### config.mk
export PLATFORM = sky130hd
export DESIGN_NAME = uart_sys_ctrl
export DESIGN_NICKNAME = d
export VERILOG_FILES = /design/src/rtl/uart_sys_pkg.sv /design/src/rtl/uart_sys_ctrl_tx.sv /design/src/rtl/uart_sys_ctrl.sv
export SDC_FILE = /design/constraint.sdc
export NUM_CORES = 1
export LEC_CHECK = 0
export ABC_CLOCK_PERIOD_IN_PS = 4000
export BUFFER_PORTS_ARGS = -buffer_cell sky130_fd_sc_hd__buf_2
export CORE_MARGIN = 5
export CORE_UTILIZATION = 58
export DETAILED_ROUTE_END_ITERATION = 8
export PLACE_DENSITY = 0.86
export SLEW_MARGIN = 20
export SYNTH_ARGS = -nofsm -noshare
export SYNTH_HDL_FRONTEND = slang
export SYNTH_HIERARCHICAL = 1
export SYNTH_SLANG_ARGS = --single-unit
### constraint.sdc
create_clock -name clk -period 4 [get_ports clk]
set_clock_uncertainty 0.1 [all_clocks]
set_input_delay 1.2 -clock clk [delete_from_list [all_inputs] [get_ports clk]]
set_output_delay 1.2 -clock clk [all_outputs]
set_load 0.005 [all_outputs]
### src/rtl/uart_sys_pkg.sv
// uart_sys_pkg: opcodes, FSM state encoding and operand register addresses shared by the UART system controller.
package uart_sys_pkg;

    localparam logic [7:0] CMD_WR      = 8'hAA;
    localparam logic [7:0] CMD_RD      = 8'hBB;
    localparam logic [7:0] CMD_ALU_OP  = 8'hCC;
    localparam logic [7:0] CMD_ALU_NOP = 8'hDD;

    localparam int OPA_ADDR = 0;
    localparam int OPB_ADDR = 1;

    typedef enum logic [3:0] {
        IDLE, WR_ADDR, WR_DATA, RD_ADDR, RD_WAIT, OP_A, OP_B,
        ALU_FUN, ALU_WAIT, TX_LSB, TX_MSB, TX_RD
    } state_e;

endpackage

### src/rtl/uart_sys_ctrl_tx.sv
// uart_sys_ctrl_tx: registered TX FIFO write port; accepts a byte only when the FIFO has room and
// the previous strobe has dropped, so every tx_wr_en pulse is exactly one cycle wide.
module uart_sys_ctrl_tx #(
    parameter int DATA_W = 8
) (
    input  logic              clk,
    input  logic              rst,
    input  logic              req_i,
    input  logic [DATA_W-1:0] byte_i,
    input  logic              full_i,
    output logic              ack_o,
    output logic              wr_en_o,
    output logic [DATA_W-1:0] wr_data_o
);

    logic              wr_en_q;
    logic [DATA_W-1:0] wr_data_q;

    assign ack_o     = req_i & ~full_i & ~wr_en_q;
    assign wr_en_o   = wr_en_q;
    assign wr_data_o = wr_data_q;

    always_ff @(posedge clk or negedge rst) begin
        if (!rst) begin
            wr_en_q   <= 1'b0;
            wr_data_q <= '0;
        end else begin
            wr_en_q <= ack_o;
            if (ack_o) wr_data_q <= byte_i;
        end
    end

endmodule

### src/rtl/uart_sys_ctrl.sv
// uart_sys_ctrl: turns received UART frames into register-file and ALU commands and queues the
// responses into the TX FIFO. Define SYS_CTRL_TIMEOUT_EN to abandon commands stalled between frames.
module uart_sys_ctrl
    import uart_sys_pkg::*;
#(
    parameter int DATA_W         = 8,
    parameter int ADDR_W         = 4,
    parameter int FUN_W          = 4,
    parameter int TIMEOUT_CYCLES = 4096
) (
    input  logic                clk,
    input  logic                rst,
    input  logic                rx_data_valid,
    input  logic [DATA_W-1:0]   rx_p_data,
    input  logic [DATA_W-1:0]   rf_rd_data,
    input  logic                rf_rd_valid,
    input  logic [2*DATA_W-1:0] alu_out,
    input  logic                alu_out_valid,
    input  logic                tx_fifo_full,
    output logic                rf_wr_en,
    output logic                rf_rd_en,
    output logic [ADDR_W-1:0]   rf_addr,
    output logic [DATA_W-1:0]   rf_wr_data,
    output logic                alu_en,
    output logic [FUN_W-1:0]    alu_fun,
    output logic                tx_wr_en,
    output logic [DATA_W-1:0]   tx_wr_data,
    output logic                busy
);

    state_e              state_q, state_d;
    logic [DATA_W-1:0]   rd_q, rd_d, rf_wr_data_d, tx_byte;
    logic [2*DATA_W-1:0] res_q, res_d;
    logic [ADDR_W-1:0]   rf_addr_d;
    logic [FUN_W-1:0]    alu_fun_d;
    logic                rf_wr_en_d, rf_rd_en_d, alu_en_d, busy_d, tx_req, tx_ack, tmo;
    logic                v;

    assign v = rx_data_valid;

`ifdef SYS_CTRL_TIMEOUT_EN
    localparam int CW = $clog2(TIMEOUT_CYCLES);
    logic [CW-1:0] cnt_q, cnt_d;
    logic          coll;

    // Only byte-collecting states count; any accepted byte restarts the window.
    assign coll  = state_q inside {WR_ADDR, WR_DATA, RD_ADDR, OP_A, OP_B, ALU_FUN};
    assign cnt_d = (coll && !v) ? cnt_q + CW'(1) : '0;
    assign tmo   = coll && !v && (cnt_q == CW'(TIMEOUT_CYCLES - 1));

    always_ff @(posedge clk or negedge rst) begin
        if (!rst) cnt_q <= '0;
        else      cnt_q <= cnt_d;
    end
`else
    logic unused_timeout;
    assign unused_timeout = ^TIMEOUT_CYCLES;
    assign tmo = 1'b0;
`endif

    // A result arriving with FIFO room goes out on the very next edge, skipping its TX state.
    always_comb begin
        tx_req  = 1'b0;
        tx_byte = rd_q;
        case (state_q)
            RD_WAIT:  begin tx_req = rf_rd_valid;   tx_byte = rf_rd_data;              end
            ALU_WAIT: begin tx_req = alu_out_valid; tx_byte = alu_out[DATA_W-1:0];     end
            TX_LSB:   begin tx_req = 1'b1;          tx_byte = res_q[DATA_W-1:0];        end
            TX_MSB:   begin tx_req = 1'b1;          tx_byte = res_q[2*DATA_W-1:DATA_W]; end
            TX_RD:    tx_req = 1'b1;
            default:  ;
        endcase
    end

    always_comb begin
        state_d      = state_q;
        rd_d         = rd_q;
        res_d        = res_q;
        rf_addr_d    = rf_addr;
        rf_wr_data_d = rf_wr_data;
        alu_fun_d    = alu_fun;
        rf_wr_en_d   = 1'b0;
        rf_rd_en_d   = 1'b0;
        alu_en_d     = 1'b0;
        case (state_q)
            IDLE: if (v) state_d = rx_p_data == DATA_W'(CMD_WR)      ? WR_ADDR :
                                   rx_p_data == DATA_W'(CMD_RD)      ? RD_ADDR :
                                   rx_p_data == DATA_W'(CMD_ALU_OP)  ? OP_A    :
                                   rx_p_data == DATA_W'(CMD_ALU_NOP) ? ALU_FUN : IDLE;
            WR_ADDR: if (v) begin
                rf_addr_d = rx_p_data[ADDR_W-1:0];
                state_d   = WR_DATA;
            end
            WR_DATA: if (v) begin
                rf_wr_data_d = rx_p_data;
                rf_wr_en_d   = 1'b1;
                state_d      = IDLE;
            end
            RD_ADDR: if (v) begin
                rf_addr_d  = rx_p_data[ADDR_W-1:0];
                rf_rd_en_d = 1'b1;
                state_d    = RD_WAIT;
            end
            RD_WAIT: if (rf_rd_valid) begin
                rd_d    = rf_rd_data;
                state_d = tx_ack ? IDLE : TX_RD;
            end
            OP_A: if (v) begin
                rf_addr_d    = ADDR_W'(OPA_ADDR);
                rf_wr_data_d = rx_p_data;
                rf_wr_en_d   = 1'b1;
                state_d      = OP_B;
            end
            OP_B: if (v) begin
                rf_addr_d    = ADDR_W'(OPB_ADDR);
                rf_wr_data_d = rx_p_data;
                rf_wr_en_d   = 1'b1;
                state_d      = ALU_FUN;
            end
            ALU_FUN: if (v) begin
                alu_fun_d = rx_p_data[FUN_W-1:0];
                alu_en_d  = 1'b1;
                state_d   = ALU_WAIT;
            end
            ALU_WAIT: if (alu_out_valid) begin
                res_d   = alu_out;
                state_d = tx_ack ? TX_MSB : TX_LSB;
            end
            TX_LSB:  if (tx_ack) state_d = TX_MSB;
            TX_MSB:  if (tx_ack) state_d = IDLE;
            TX_RD:   if (tx_ack) state_d = IDLE;
            default: state_d = IDLE;
        endcase
        if (tmo) state_d = IDLE;
        busy_d = state_d != IDLE;
    end

    always_ff @(posedge clk or negedge rst) begin
        if (!rst) begin
            state_q    <= IDLE;
            rd_q       <= '0;
            res_q      <= '0;
            rf_wr_en   <= 1'b0;
            rf_rd_en   <= 1'b0;
            rf_addr    <= '0;
            rf_wr_data <= '0;
            alu_en     <= 1'b0;
            alu_fun    <= '0;
            busy       <= 1'b0;
        end else begin
            state_q    <= state_d;
            rd_q       <= rd_d;
            res_q      <= res_d;
            rf_wr_en   <= rf_wr_en_d;
            rf_rd_en   <= rf_rd_en_d;
            rf_addr    <= rf_addr_d;
            rf_wr_data <= rf_wr_data_d;
            alu_en     <= alu_en_d;
            alu_fun    <= alu_fun_d;
            busy       <= busy_d;
        end
    end

    uart_sys_ctrl_tx #(.DATA_W(DATA_W)) u_tx (
        .clk       (clk),
        .rst       (rst),
        .req_i     (tx_req),
        .byte_i    (tx_byte),
        .full_i    (tx_fifo_full),
        .ack_o     (tx_ack),
        .wr_en_o   (tx_wr_en),
        .wr_data_o (tx_wr_data)
    );

endmodule

== Word-level counts from Yosys, hierarchy flattened ==
Cells that the tools add are included.

* Reduce and logical (&&, ||, !) cells: 12
* Order comparisons: 0
* $add $sub $neg: 0
* Div/mod/pow operators: 0
* Muxes and demuxes: 28
* Eq/ne operators: 18
* $mul: 0
* Shifts and indexed selects: 0
* Bitwise logic cells: 4

{| class="wikitable"
|+ Operators by type and width
! kind !! count
|-
| two-way mux 4 bit || 15
|-
| case mux 4 bit (11 select lines) || 1
|-
| equality test 8 bit, second input constant || 4
|-
| case mux 8 bit (4 select lines) || 1
|-
| equality test 4 x 3 -> 1 bit, second input constant || 4
|-
| equality test 4 bit, second input constant || 4
|-
| two-way mux 3 bit || 4
|-
| case mux 4 bit (3 select lines) || 1
|-
| equality test 4 x 2 -> 1 bit, second input constant || 2
|-
| AND reduction 2 bit || 4
|-
| OR reduction 3 bit || 2
|-
| equality test 4 x 1 -> 1 bit, second input constant || 1
|-
| zero test 4 bit || 1
|-
| two-way mux 1 bit || 4
|-
| inequality test 2 bit, second input constant || 2
|-
| AND reduction 4 bit || 1
|-
| nonzero test 4 bit || 1
|-
| OR reduction 2 bit || 2
|-
| case mux 1 bit (3 select lines) || 1
|-
| nonzero test 3 bit || 1
|-
| bitwise AND 1 bit || 2
|-
| two-way mux 2 bit || 1
|-
| inequality test 2 x 1 -> 1 bit, second input constant || 1
|-
| inverter 1 bit || 2
|}

* Bits in writable memories: 0
* Memories: 0
* Word-level logic and storage cells: 74
* Latch bits: 0
* Output and inout bits: 29
* Bits in read-only memories: 0
* Input bits: 38
* Bits in registers: 57

== Depth between registers and ports, before layout ==
* Word-level depth: 9
* Depth in mapped cells: 12
* Mapped depth without buffers: 8

== Modules after synthesis ==
Netlist, hierarchy kept.

{| class="wikitable"
|+ By module, submodules not included
! module !! seq. area each (µm²) !! instances !! cells each !! area each (µm²)
|-
| uart_sys_ctrl || 1201.2 || 1 || 218 || 2577.5
|-
| uart_sys_ctrl_tx || 225.2 || 1 || 19 || 369.1
|}

== Worst setup path after synthesis ==
OpenSTA, ideal clock, no wires.

* Path type: input-to-reg
* From: input port rf_rd_valid
* To: register busy
* Arrival: 2.925 ns
* Required time: 3.757 ns
* Cell stages on the path: 10
* Path slack: 0.832 ns
* Library setup time: 0.143 ns
* Buffers on the path: 2
* Cell sequence: nand3b_1 or3_1 clkbuf_1 o21ai_0 nor3b_2 buf_6 nor4bb_1 a211o_1 a221oi_1 nand4b_1

* Cells in the longest elaborated chain, start to end: 7
* Elaborated cells on any way between the ends: 11
* Those cells by class: mux: 8; bitwise: 2; reduce/logical: 1

{| class="wikitable"
|+ RTL lines
! element !! line !! source
|-
| start, declared || uart_sys_ctrl.sv:16 || <nowiki>input logic rf_rd_valid,</nowiki>
|-
| case mux 1 bit (3 select lines) (*) || uart_sys_ctrl.sv:65 || <nowiki>case (state_q)</nowiki>
|-
| named net tx_req || uart_sys_ctrl.sv:36 || <nowiki>logic rf_wr_en_d, rf_rd_en_d, alu_en_d, busy_d, tx_req, tx_ack, tmo;</nowiki>
|-
| bitwise AND 1 bit (*) (2 in series) || uart_sys_ctrl_tx.sv:19 || <nowiki>assign ack_o = req_i & ~full_i & ~wr_en_q;</nowiki>
|-
| named net tx_ack || uart_sys_ctrl.sv:36 ||
|-
| two-way mux 2 bit / two-way mux 4 bit (equally long branches) || uart_sys_ctrl.sv:127, uart_sys_ctrl.sv:106 ||
|-
| two-way mux 4 bit (on tied branches) || uart_sys_ctrl.sv:125, uart_sys_ctrl.sv:104 ||
|-
| case mux 4 bit (11 select lines) (*) || uart_sys_ctrl.sv:85 || <nowiki>case (state_q)</nowiki>
|-
| nonzero test 4 bit (*) || uart_sys_ctrl.sv:135 || <nowiki>busy_d = state_d != IDLE;</nowiki>
|-
| named net busy_d || uart_sys_ctrl.sv:36 ||
|-
| end signal, assigned || uart_sys_ctrl.sv:160 || <nowiki>busy <= busy_d;</nowiki>
|-
| end, declared || uart_sys_ctrl.sv:28 || <nowiki>output logic busy</nowiki>
|}

The timed path passes the listed nets; every way through them passes the cells marked *.
A chain may end at the register's enable or synchronous reset.

== Worst setup path after layout ==
Ends and elaborated chain as after synthesis.

==> results.yml <==
status:
  status: "completed"
power:
  intPower_uw: 1609
  switching_share_pct: 34.08
  powerDensity_nw_per_um2: 706.1
  p_leak_uw: 0.001668
  p_sw_uw: 831.5
  peakVddDrop_mv: 0.2866
  pwr-share-clk_pct: 19.8
  combinationalPowerShare_pct: 40.0
  seq_power_share_pct: 40.2
critical_path:
  reg2regPathDepth: 8
  rr_endpoint: "busy$_DFF_PN0_"
  slowest_delay_ps: 540
  crit_chain: "buf_2 -> nand3b_1 -> or3_1 -> o21ai_0 -> nor3b_2 -> nor3_1 -> nor2b_1 -> nor4_1 -> nand4b_1"
  slowest_stage: "or3_1"
  r2r_slack_ps: 970
  cp_data_arrival_time_ps: 3250
  rr_startpoint: "state_q[2]$_DFF_PN0_"
  crit_required_ps: 4090
  start_kind: "input pin"
  cp-end-kind: "flop"
  path_max_fanout: 9
  worst-path-buf-inv: 1
  path_class: "input pin to flop"
  crit_family: "simple AND/OR/NAND/NOR gates"
logic_synthesis:
  synthDistinctLibCells: 51
  synthesis.nets: 275
  synth_area_sq_um: 2947
  synth_edf_count: 0
  netlist_instances: 237
  ys_warn_count: 6
  syn_area_per_cell_sq_um: 12.43
  synth_top_flop_cell: "dfrtp_1"
  async_reset_ff_share_pct: 100.0
  ys_seq_elements: 57
  seq_area_frac_synth_pct: 48.41
sta:
  rsz0062_at_grt: "false"
  slew_violations: 0
  fmax_ghz: 0.3170
  finalSetupViolCount: 0
  hold_viol: 0
  fin_setup_tns_ps: 0
  tightest_slew_ps: 798.3
  layout_min_cycle_time_ps: 3155
  timing.slew.headroom_pct: 46.78
  holdWs_ps: 404.0
  fin_crit_sh_pct: 78.87
hold_path:
  hp-class: "flop to flop"
  holdPathEnd: "res_q[2]$_DFFE_PN0P_"
  hp-start: "res_q[2]$_DFFE_PN0P_"
  hold_depth: 1
layout:
  layout.nets: 338
  drive_gt1_share_pct: 46.89
  fill_cells: 387
  syn2layout_area_growth_pct: 17.28
  multi_input_area_sq_um: 1391
  seq_area_sq_um: 1426
  final_area_sq_um: 3456
  utilization_pct: 68.98
  fin_cells: 375
  n_antenna_cell: 0
floorplanning:
  fp.coreArea_sq_um: 5010
  die_w_um: 81.28
  die_area_sq_um: 6606
  start_util_pct: 58.82
  num_rows: 26
  dieHeight_um: 81.28
  io_pins: 67
grt:
  overflow: 0
  antenna_found_initial: 0
  grt_pass1_wl_um: 10930
  grt_max_degree: 33
  grtUsageTotal_pct: 22.50
  grt_pass1_vias: 2136
placed_design:
  port_buffers: 66
  place_area_sq_um: 3273
  dp.cells: 359
  place_congestion: 0.7936
  dp_hpwl_um: 4676
clock_network:
  clk_pin_slew_ps: 60
  cts_setup_buffers: 0
  htreeDepth: 3
  clk_latency_ps: 330
  postCtsHoldBufs: 0
  cts.sinks: 57
  cts_tree: "built"
  cts_buffers: 9
  clk_path_buf_depth: 2
  clock-root-buffer: "clkbuf_8"
  cts-resized-gates: 0
route:
  drt-initial-drc-count: 145
  dr.pass1.iters: 4
  wl_um: 6642
  final_antenna_net_count: 0
  via_per_inst: 5.712
  drc: 0
  vias: 2142
  wire_per_inst_um: 17.71
flow_run:
  drv_cap: 0
-- synthesized netlist by cell type, types with 2 or more instances --
| library cell | number | area share, % |
|---|---|---|
| dfrtp_1 | 57 | 48 |
| mux2_2 | 33 | 13 |
| mux2_4 | 18 | 9.2 |
| nand2_1 | 9 | 1.1 |
| a21oi_1 | 7 | 1.2 |
| a22o_1 | 6 | 1.8 |
| clkbuf_1 | 6 | 0.76 |
| nand3b_1 | 6 | 1.5 |
| nor2_1 | 6 | 0.76 |
| o21a_1 | 6 | 1.5 |
| o22ai_1 | 6 | 1.3 |
| nand2b_1 | 5 | 1.1 |
| a2bb2oi_1 | 4 | 1.2 |
| buf_2 | 4 | 0.68 |
| buf_6 | 4 | 1.5 |
| inv_1 | 4 | 0.51 |
| nor3_1 | 4 | 0.68 |
| a31oi_1 | 3 | 0.64 |
| and3_1 | 3 | 0.64 |
| nand3_1 | 3 | 0.51 |
| nor2b_1 | 3 | 0.64 |
| nor3b_1 | 3 | 0.76 |
| nor4_1 | 3 | 0.64 |
| o21ai_0 | 3 | 0.51 |
| a2bb2oi_2 | 2 | 1.0 |
| nand4bb_1 | 2 | 0.76 |
| nor3b_2 | 2 | 0.85 |
| o21bai_1 | 2 | 0.51 |
-- worst register-to-register path: stages, from the launching register on --
cell,delay (ps)
dfrtp_1,730
nand3b_1,210
or3_1,540
o21ai_0,130
nor3b_2,330
nor3_1,110
nor2b_1,190
nor4_1,410
nand4b_1,140
-- per-layer routing --
metal	global-route usage [%]	wire, um
met1	30.15	2820
met5	0	0
met4	7.432	63
met2	33.71	3291
met3	8.315	465
-- cells by family (layout without fill, tap and decap cells) --
logic type      Yosys count  in the layout  synth area share (%)
simple gates             61             61                 13.46
compound gates           46             46                 11.68
flops                    57             57                 48.41
mux                      51             51                 21.78
xor+xnor                  1              1                0.2973
buf+inv                  21             89                 4.373
-- worst max-delay path by stage --
stage                 from              to  slack [ps]  depth (start not counted)
2_1_floorplan  rf_rd_valid  busy$_DFF_PN0_         830                         10
3_3_place_gp   rf_rd_valid  busy$_DFF_PN0_         690                          9
3_5_place_dp   rf_rd_valid  busy$_DFF_PN0_         520                          9
4_1_cts        rf_rd_valid  busy$_DFF_PN0_         890                          9
5_1_grt        rf_rd_valid  busy$_DFF_PN0_         680                          9
6_report       rf_rd_valid  busy$_DFF_PN0_         850                          9
-- through the flow --
step / total power [uW] / worst slack, ps
global route: 2604 / 678.6
finish: 2440 / 845.2
global placement: 1914 / 692.5
detailed placement: 1962 / 521.7
CTS: 2456 / 894.8
floorplan: 1695 / 831.9
-- area by class of cell --
cell class / instances / area share [%]
Clock buffer: 12 / 4.490
Clock inverter: 4 / 0.7965
Inverter: 4 / 0.4345
Multi-Input combinational cell: 159 / 40.26
Sequential cell: 57 / 41.27
Tap cell: 70 / 2.534
Timing Repair Buffer: 69 / 10.21
-- flip-flops by register name (all words and copies together) (netlist names) --
signal and flops:
alu_en 1, rf_wr_data 8, rf_rd_en 1, busy 1
alu_fun 4, rf_wr_en 1, u_tx/wr_data_o 8, state_q 4
rf_addr 4, rd_q 8, u_tx/wr_en_o 1, res_q 16
-- power groups by stage --
| stage | Combinational, uW | Clock (uW) | Sequential [uW] |
|---|---|---|---|
| 4_1_cts | 981 | 495 | 980 |
| 3_5_place_dp | 980 | 0 | 982 |
| 2_1_floorplan | 790 | 0 | 905 |
| 3_3_place_gp | 938 | 0 | 977 |
| 5_1_grt | 1070 | 523 | 1010 |
| 6_report | 975 | 484 | 981 |
-- placed cells by master (no fill, tap or decap), types with 4 or more instances in the layout --
cell type	synthesis	layout
mux2_2	33	33
nand2b_1	5	5
nor2_1	6	6
a21oi_1	7	7
nand2_1	9	9
a2bb2oi_1	4	4
nand3b_1	6	6
a22o_1	6	6
nor3_1	4	4
buf_2	4	66
dfrtp_1	57	57
inv_1	4	4
o22ai_1	6	6
clkbuf_8	0	11
o21a_1	6	6
mux2_4	18	18
Power figures use the tool's default switching activity.
